## src/rtl/rx_fifo_read_sched.sv

```systemverilog
// Read-side scheduler for the UART receive FIFO.
// Shares the single FIFO read port between the host and the BIST checker
// with round-robin arbitration. For each granted read it pulses Read_Done,
// captures FIFO_Data a fixed latency later and presents the byte over the
// owner's valid/ack handshake. Unacknowledged bytes are dropped after a
// timeout, and a sticky error flag records the drop.
// BIST_Mode blocks FIFO writes while the BIST checker owns the read path.
// A separate saturating counter tallies FIFO overflow events.

module rx_fifo_read_sched #(
   parameter int DATA_BITS   = 8,
   parameter int CAP_LAT     = 2,
   parameter int ACK_TIMEOUT = 255,
   parameter int OVF_BITS    = 8
) (
   input  logic                 Clk,
   input  logic                 Rst,
   input  logic                 FIFO_Empty,
   input  logic                 FIFO_Overflow,
   input  logic [DATA_BITS-1:0] FIFO_Data,
   output logic                 Read_Done,
   output logic                 BIST_Mode,
   input  logic                 Host_Req,
   output logic                 Host_Valid,
   output logic [DATA_BITS-1:0] Host_Data,
   input  logic                 Host_Ack,
   input  logic                 Bist_Req,
   output logic                 Bist_Valid,
   output logic [DATA_BITS-1:0] Bist_Data,
   input  logic                 Bist_Ack,
   output logic                 Drop_Err,
   output logic [OVF_BITS-1:0]  Ovf_Count
);

   localparam int TMR_W = $clog2(ACK_TIMEOUT + 1);

   typedef enum logic [1:0] {
      IDLE,
      STROBE,
      CAPTURE,
      DELIVER
   } state_t;

   state_t             state;
   logic               owner_bist;
   logic               last_bist;
   logic [2:0]         cap_cnt;
   logic [TMR_W-1:0]   tmr;
   logic               ovf_prev;

   logic               grant_bist;
   logic               cap_done;
   logic               owner_ack;
   logic               timed_out;

   // Arbitration and transaction-progress decodes shared by the FSM below
   always_comb begin
      grant_bist = Bist_Req && (!Host_Req || !last_bist);
      cap_done   = ((state == STROBE) && (CAP_LAT == 1)) ||
                   ((state == CAPTURE) && (cap_cnt == 3'(CAP_LAT - 1)));
      owner_ack  = owner_bist ? Bist_Ack : Host_Ack;
      timed_out  = (tmr == TMR_W'(ACK_TIMEOUT - 1));
   end

   // Read-transaction FSM with all handshake outputs registered
   always_ff @(posedge Clk) begin
      if (Rst) begin
         state      <= IDLE;
         owner_bist <= 1'b0;
         last_bist  <= 1'b1;
         cap_cnt    <= '0;
         tmr        <= '0;
         Read_Done  <= 1'b0;
         BIST_Mode  <= 1'b0;
         Host_Valid <= 1'b0;
         Host_Data  <= '0;
         Bist_Valid <= 1'b0;
         Bist_Data  <= '0;
         Drop_Err   <= 1'b0;
      end else begin
         Read_Done <= 1'b0;
         case (state)
            IDLE: begin
               if (!Bist_Req) begin
                  BIST_Mode <= 1'b0;
               end
               if (!FIFO_Empty && (Host_Req || Bist_Req)) begin
                  owner_bist <= grant_bist;
                  if (grant_bist) begin
                     BIST_Mode <= 1'b1;
                  end
                  Read_Done <= 1'b1;
                  state     <= STROBE;
               end
            end
            STROBE: begin
               cap_cnt <= 3'd1;
               state   <= CAPTURE;
            end
            CAPTURE: begin
               cap_cnt <= cap_cnt + 3'd1;
            end
            DELIVER: begin
               if (owner_ack || timed_out) begin
                  Host_Valid <= 1'b0;
                  Bist_Valid <= 1'b0;
                  state      <= IDLE;
                  if (owner_bist && !Bist_Req) begin
                     BIST_Mode <= 1'b0;
                  end
                  if (owner_ack) begin
                     last_bist <= owner_bist;
                  end else begin
                     Drop_Err <= 1'b1;
                  end
               end else begin
                  tmr <= tmr + 1'b1;
               end
            end
            default: state <= IDLE;
         endcase

         if (cap_done) begin
            tmr   <= '0;
            state <= DELIVER;
            if (owner_bist) begin
               Bist_Data  <= FIFO_Data;
               Bist_Valid <= 1'b1;
            end else begin
               Host_Data  <= FIFO_Data;
               Host_Valid <= 1'b1;
            end
         end
      end
   end

   // Saturating count of FIFO_Overflow rising edges
   always_ff @(posedge Clk) begin
      if (Rst) begin
         ovf_prev  <= 1'b0;
         Ovf_Count <= '0;
      end else begin
         ovf_prev <= FIFO_Overflow;
         if (FIFO_Overflow && !ovf_prev && (Ovf_Count != {OVF_BITS{1'b1}})) begin
            Ovf_Count <= Ovf_Count + 1'b1;
         end
      end
   end

endmodule
```

## config.mk

```make
export PLATFORM = sky130hd
export DESIGN_NAME = rx_fifo_read_sched
export DESIGN_NICKNAME = d
export VERILOG_FILES = /design/src/rtl/rx_fifo_read_sched.sv
export SDC_FILE = /design/constraint.sdc
export NUM_CORES = 1
export LEC_CHECK = 0
export ABC_CLOCK_PERIOD_IN_PS = 1800
export BUFFER_PORTS_ARGS = -buffer_cell sky130_fd_sc_hd__buf_4
export CAP_MARGIN = 0
export CORE_MARGIN = 10
export CORE_UTILIZATION = 50
export CTS_CLUSTER_SIZE = 20
export DETAILED_ROUTE_END_ITERATION = 10
export PLACE_DENSITY = 0.74
export SLEW_MARGIN = 10
export SYNTH_ARGS = -nofsm -noshare
export SYNTH_HDL_FRONTEND = slang
export SYNTH_SLANG_ARGS = --single-unit
```

## constraint.sdc

```tcl
create_clock -name Clk -period 1.8 [get_ports Clk]
set_input_delay 0.18 -clock Clk [delete_from_list [all_inputs] [get_ports Clk]]
set_output_delay 0.18 -clock Clk [all_outputs]
set_load 0.02 [all_outputs]
```

==> metrics.md <==
| Metric | Value |
|---|---|
| CP Data Required Time | `2.04 ns` |
| Period utilisation layout | `91.3%` |
| Port Buf Inserts | `44` |
| Avg Cell Area, Syn | `roughly 8.4 sq um` |
| Rel. slew slack | `around 72%` |
| Vias per cell | `between 5 and 6` |
| Fin util | `between 60 and 70%` |
| Slowest CP cell | `or4_1` |
| Fin crit period | `~1.6 ns` |
| WL met2 | `roughly 2100 microns` |
| Clk pwr share | `roughly 32%` |
| Initial Util | `51.1%` |
| First-pass GRT wire length | `roughly 7900 microns` |
| Drt total wl | `around 4800 microns` |
| Leak | `roughly 1.0 nW` |
| Final net count | `313` |
| Max VDD drop | `412 uV` |
| Layout Area Growth over Synthesis | `25.4%` |
| Combinational Power Share | `approximately a fifth` |
| Sequential area share after synthesis | `~44%` |
| Die Area | `between 7000 and 8000 sq um` |
| Flop pwr share | `a little under half` |
| DRC | `0` |
| # fillers | `355` |
| Met3 Wirelength | `314 microns` |
| Clock buffer depth | `2` |
| Dpl cells | `roughly 330` |
| Crit path largest cell delay | `0.52 ns` |
| Largest net degree at the start of global routing | `43` |
| Ports | `45` |
| GP Congestion | `approximately 0.79` |
| Outcome | `complete, no violations` |
| Synth warnings | `0` |
| Design internal power | `1.69 mW` |
| Via count | `around 1800` |
| Tot GR Track Use | `a little over an eighth` |
| Post-Syn Instances | `around 240` |
| Crit. End Element | `register` |
| Synth async-reset ratio | `0%` |
| Synth Flop Type | `dfxtp_1` |
| CP cell instances | `inv_1, ha_1, nand3_2, o211ai_4, or4_1, a21oi_1` |
| Crit-path max FO | `5` |
| WP buf/inv | `1` |
| Post-Layout Inst Area | `approximately 2500 sq um` |
| FF+latch count, synth | `45` |
| Root Driver | `clkbuf_8` |
| Peak Freq | `slightly above 600 MHz` |
| Most instantiated cells after synthesis | `nand2_1 (48), dfxtp_1 (45), a21oi_1 (28)` |
| Post-DP Area | `2430 sq um` |
| Final setup viols | `0` |
| Non-filler instance count after layout | `339` |
| Drt pass-1 iters | `4` |
| Antenna cell count | `0` |
| DR WL/cell | `between 10 and 15 microns` |
| Core Area | `3970 sq um` |
| Post-synth top area cell | `dfxtp_1` |
| Share of layout cells above drive strength 1 | `between 20% and 30%` |
| Most common cell in the synthesized netlist | `nand2_1` |
| CTS tree | `built` |
| Cts hold-fix bufs | `0` |
| Final hold viol count | `0` |
| PD cells | `between 900 and 1000 nW/um^2` |
| Num rows | `23` |
| Met1 Wirelength | `~2300 microns` |
| Die height | `roughly 84 microns` |
| Switching share of power | `between 20% and 30%` |
| Sink Count | `45` |
| Post-synth EDFFs | `0` |
| Arr. time, crit path | `~1.9 ns` |
| Top sig layer | `met4` |
| Max-Cap Viols | `0` |
| Die X | `~84 microns` |
| Htree depth | `2` |
| GRT overflow | `0` |
| Synthesized net count | `266` |
| Hold WS | `about 0.11 ns` |
| Max-slew violations | `0` |
| Fin Clk Skew | `0.0116 ns` |
| Synth area leaders | `dfxtp_1 (44%), nand2_1 (8.9%), a21oi_1 (6.9%)` |
| Initial antenna violation count | `0` |
| Final ANT Viol Nets | `0` |
| Startpoint Class | `register` |
| Post-synthesis cell type count | `44` |
| Fin Setup TNS | `0 ns` |
| Initial DRC Count | `roughly 110` |
| Number of CTS-inserted buffers | `5` |
| Min-delay worst type | `in -> reg` |
| Number of global-route vias before repair | `around 1700` |
| Post-DP HPWL | `approximately 3600 microns` |
| Post-Syn Area | `just over 2000 sq um` |
| Share of the synthesized area in the top cell type | `approximately 44%` |
| RSZ-0062 raised after global routing | `no` |
| Crit path max-delay family | `simple AND/OR/NAND/NOR gates` |
| Net Switching | `between 600 and 700 uW` |
| Crit Path Category | `reg -> reg` |
| Clock latency on the worst-skew pair | `0.30 ns` |
| Tightest Pin Transition | `0.417 ns` |
| Clock slew at reported path FFs | `~0.080 ns` |
[state kept, by name (all words and copies together), names as in the netlist]
register / flops
Bist_Data: 8
Host_Data: 8
Ovf_Count: 8
tmr: 8
cap_cnt: 3
state: 2
BIST_Mode: 1
Bist_Valid: 1
Drop_Err: 1
Host_Valid: 1
Read_Done: 1
last_bist: 1
ovf_prev: 1
owner_bist: 1
[per-stage QoR]
| step | total power [mW] | setup slack (ns) |
|---|---|---|
| finish | 2.36 | 0.157 |
| global route | 2.49 | 0.0423 |
| global placement | 1.61 | 0.185 |
| detailed placement | 1.62 | 0.114 |
| CTS | 2.38 | 0.102 |
| floorplan | 1.47 | 0.203 |
[placed cells by master (no fill, tap or decap), drive strengths merged, types with 3 or more instances in the layout]
master,n
nor2b,5
nand2b,4
nand2,48
clkbuf,6
inv,5
o21bai,3
or3,3
a31oi,5
ha,9
a21oi,28
o21ai,10
xor2,3
and3,3
o211ai,3
buf,52
nor2,14
o22ai,3
nand3,9
dfxtp,45
[power groups by stage]
stage	clock (mW)	combinational, mW	sequential, mW
2_1_floorplan	0	0.319	1.15
3_3_place_gp	0	0.481	1.13
3_5_place_dp	0	0.490	1.13
4_1_cts	0.774	0.493	1.11
5_1_grt	0.819	0.555	1.12
6_report	0.760	0.490	1.11
[path summary, 6_finish.rpt]
| check | from | to | slack, ns | depth (start not counted) |
|---|---|---|---|---|
| worst max-delay path | tmr[0] | tmr[7] | 0.16 | 6 |
| worst min register to register | Host_Data[4] | Host_Data[4] | 0.46 | 2 |
| worst max register to register | tmr[0] | tmr[7] | 0.16 | 6 |
| worst min-delay path | FIFO_Overflow | ovf_prev | 0.11 | 2 |
[logic make-up after synthesis]
family	synth area share, %
muxes	1.60
adders and majority gates	5.55
AOI/OAI and AO/OA	18.8
DFF	44.4
and+or+nand+nor	24.0
xor gates and xnor gates	2.16
buffers and inverters	3.57
[routing by layer]
metal	vias up	global-route usage, %
met4	0	4.11
met3	5	4.98
met2	49	19.7
li1	938	-
met1	845	17.5
met5	-	0
[timing repair]
| action | CTS | global route |
|---|---|---|
| hold endpoints to repair | 0 | 0 |
| endpoints found under the setup margin | 0 | 2 |
| setup buffers | 0 | 0 |
| gates resized for setup | 0 | 1 |
[layout make-up]
class	instances	area (sq um)	area share, %
timing repair buffer	52	390	15.3
inverter	5	18.8	0.737
clock buffer	6	72.6	2.85
sequential	45	901	35.4
clock inverter	2	38.8	1.52
tap	50	62.6	2.46
multi-input combinational	179	1060	41.7
(Power assumes the default switching activity.)
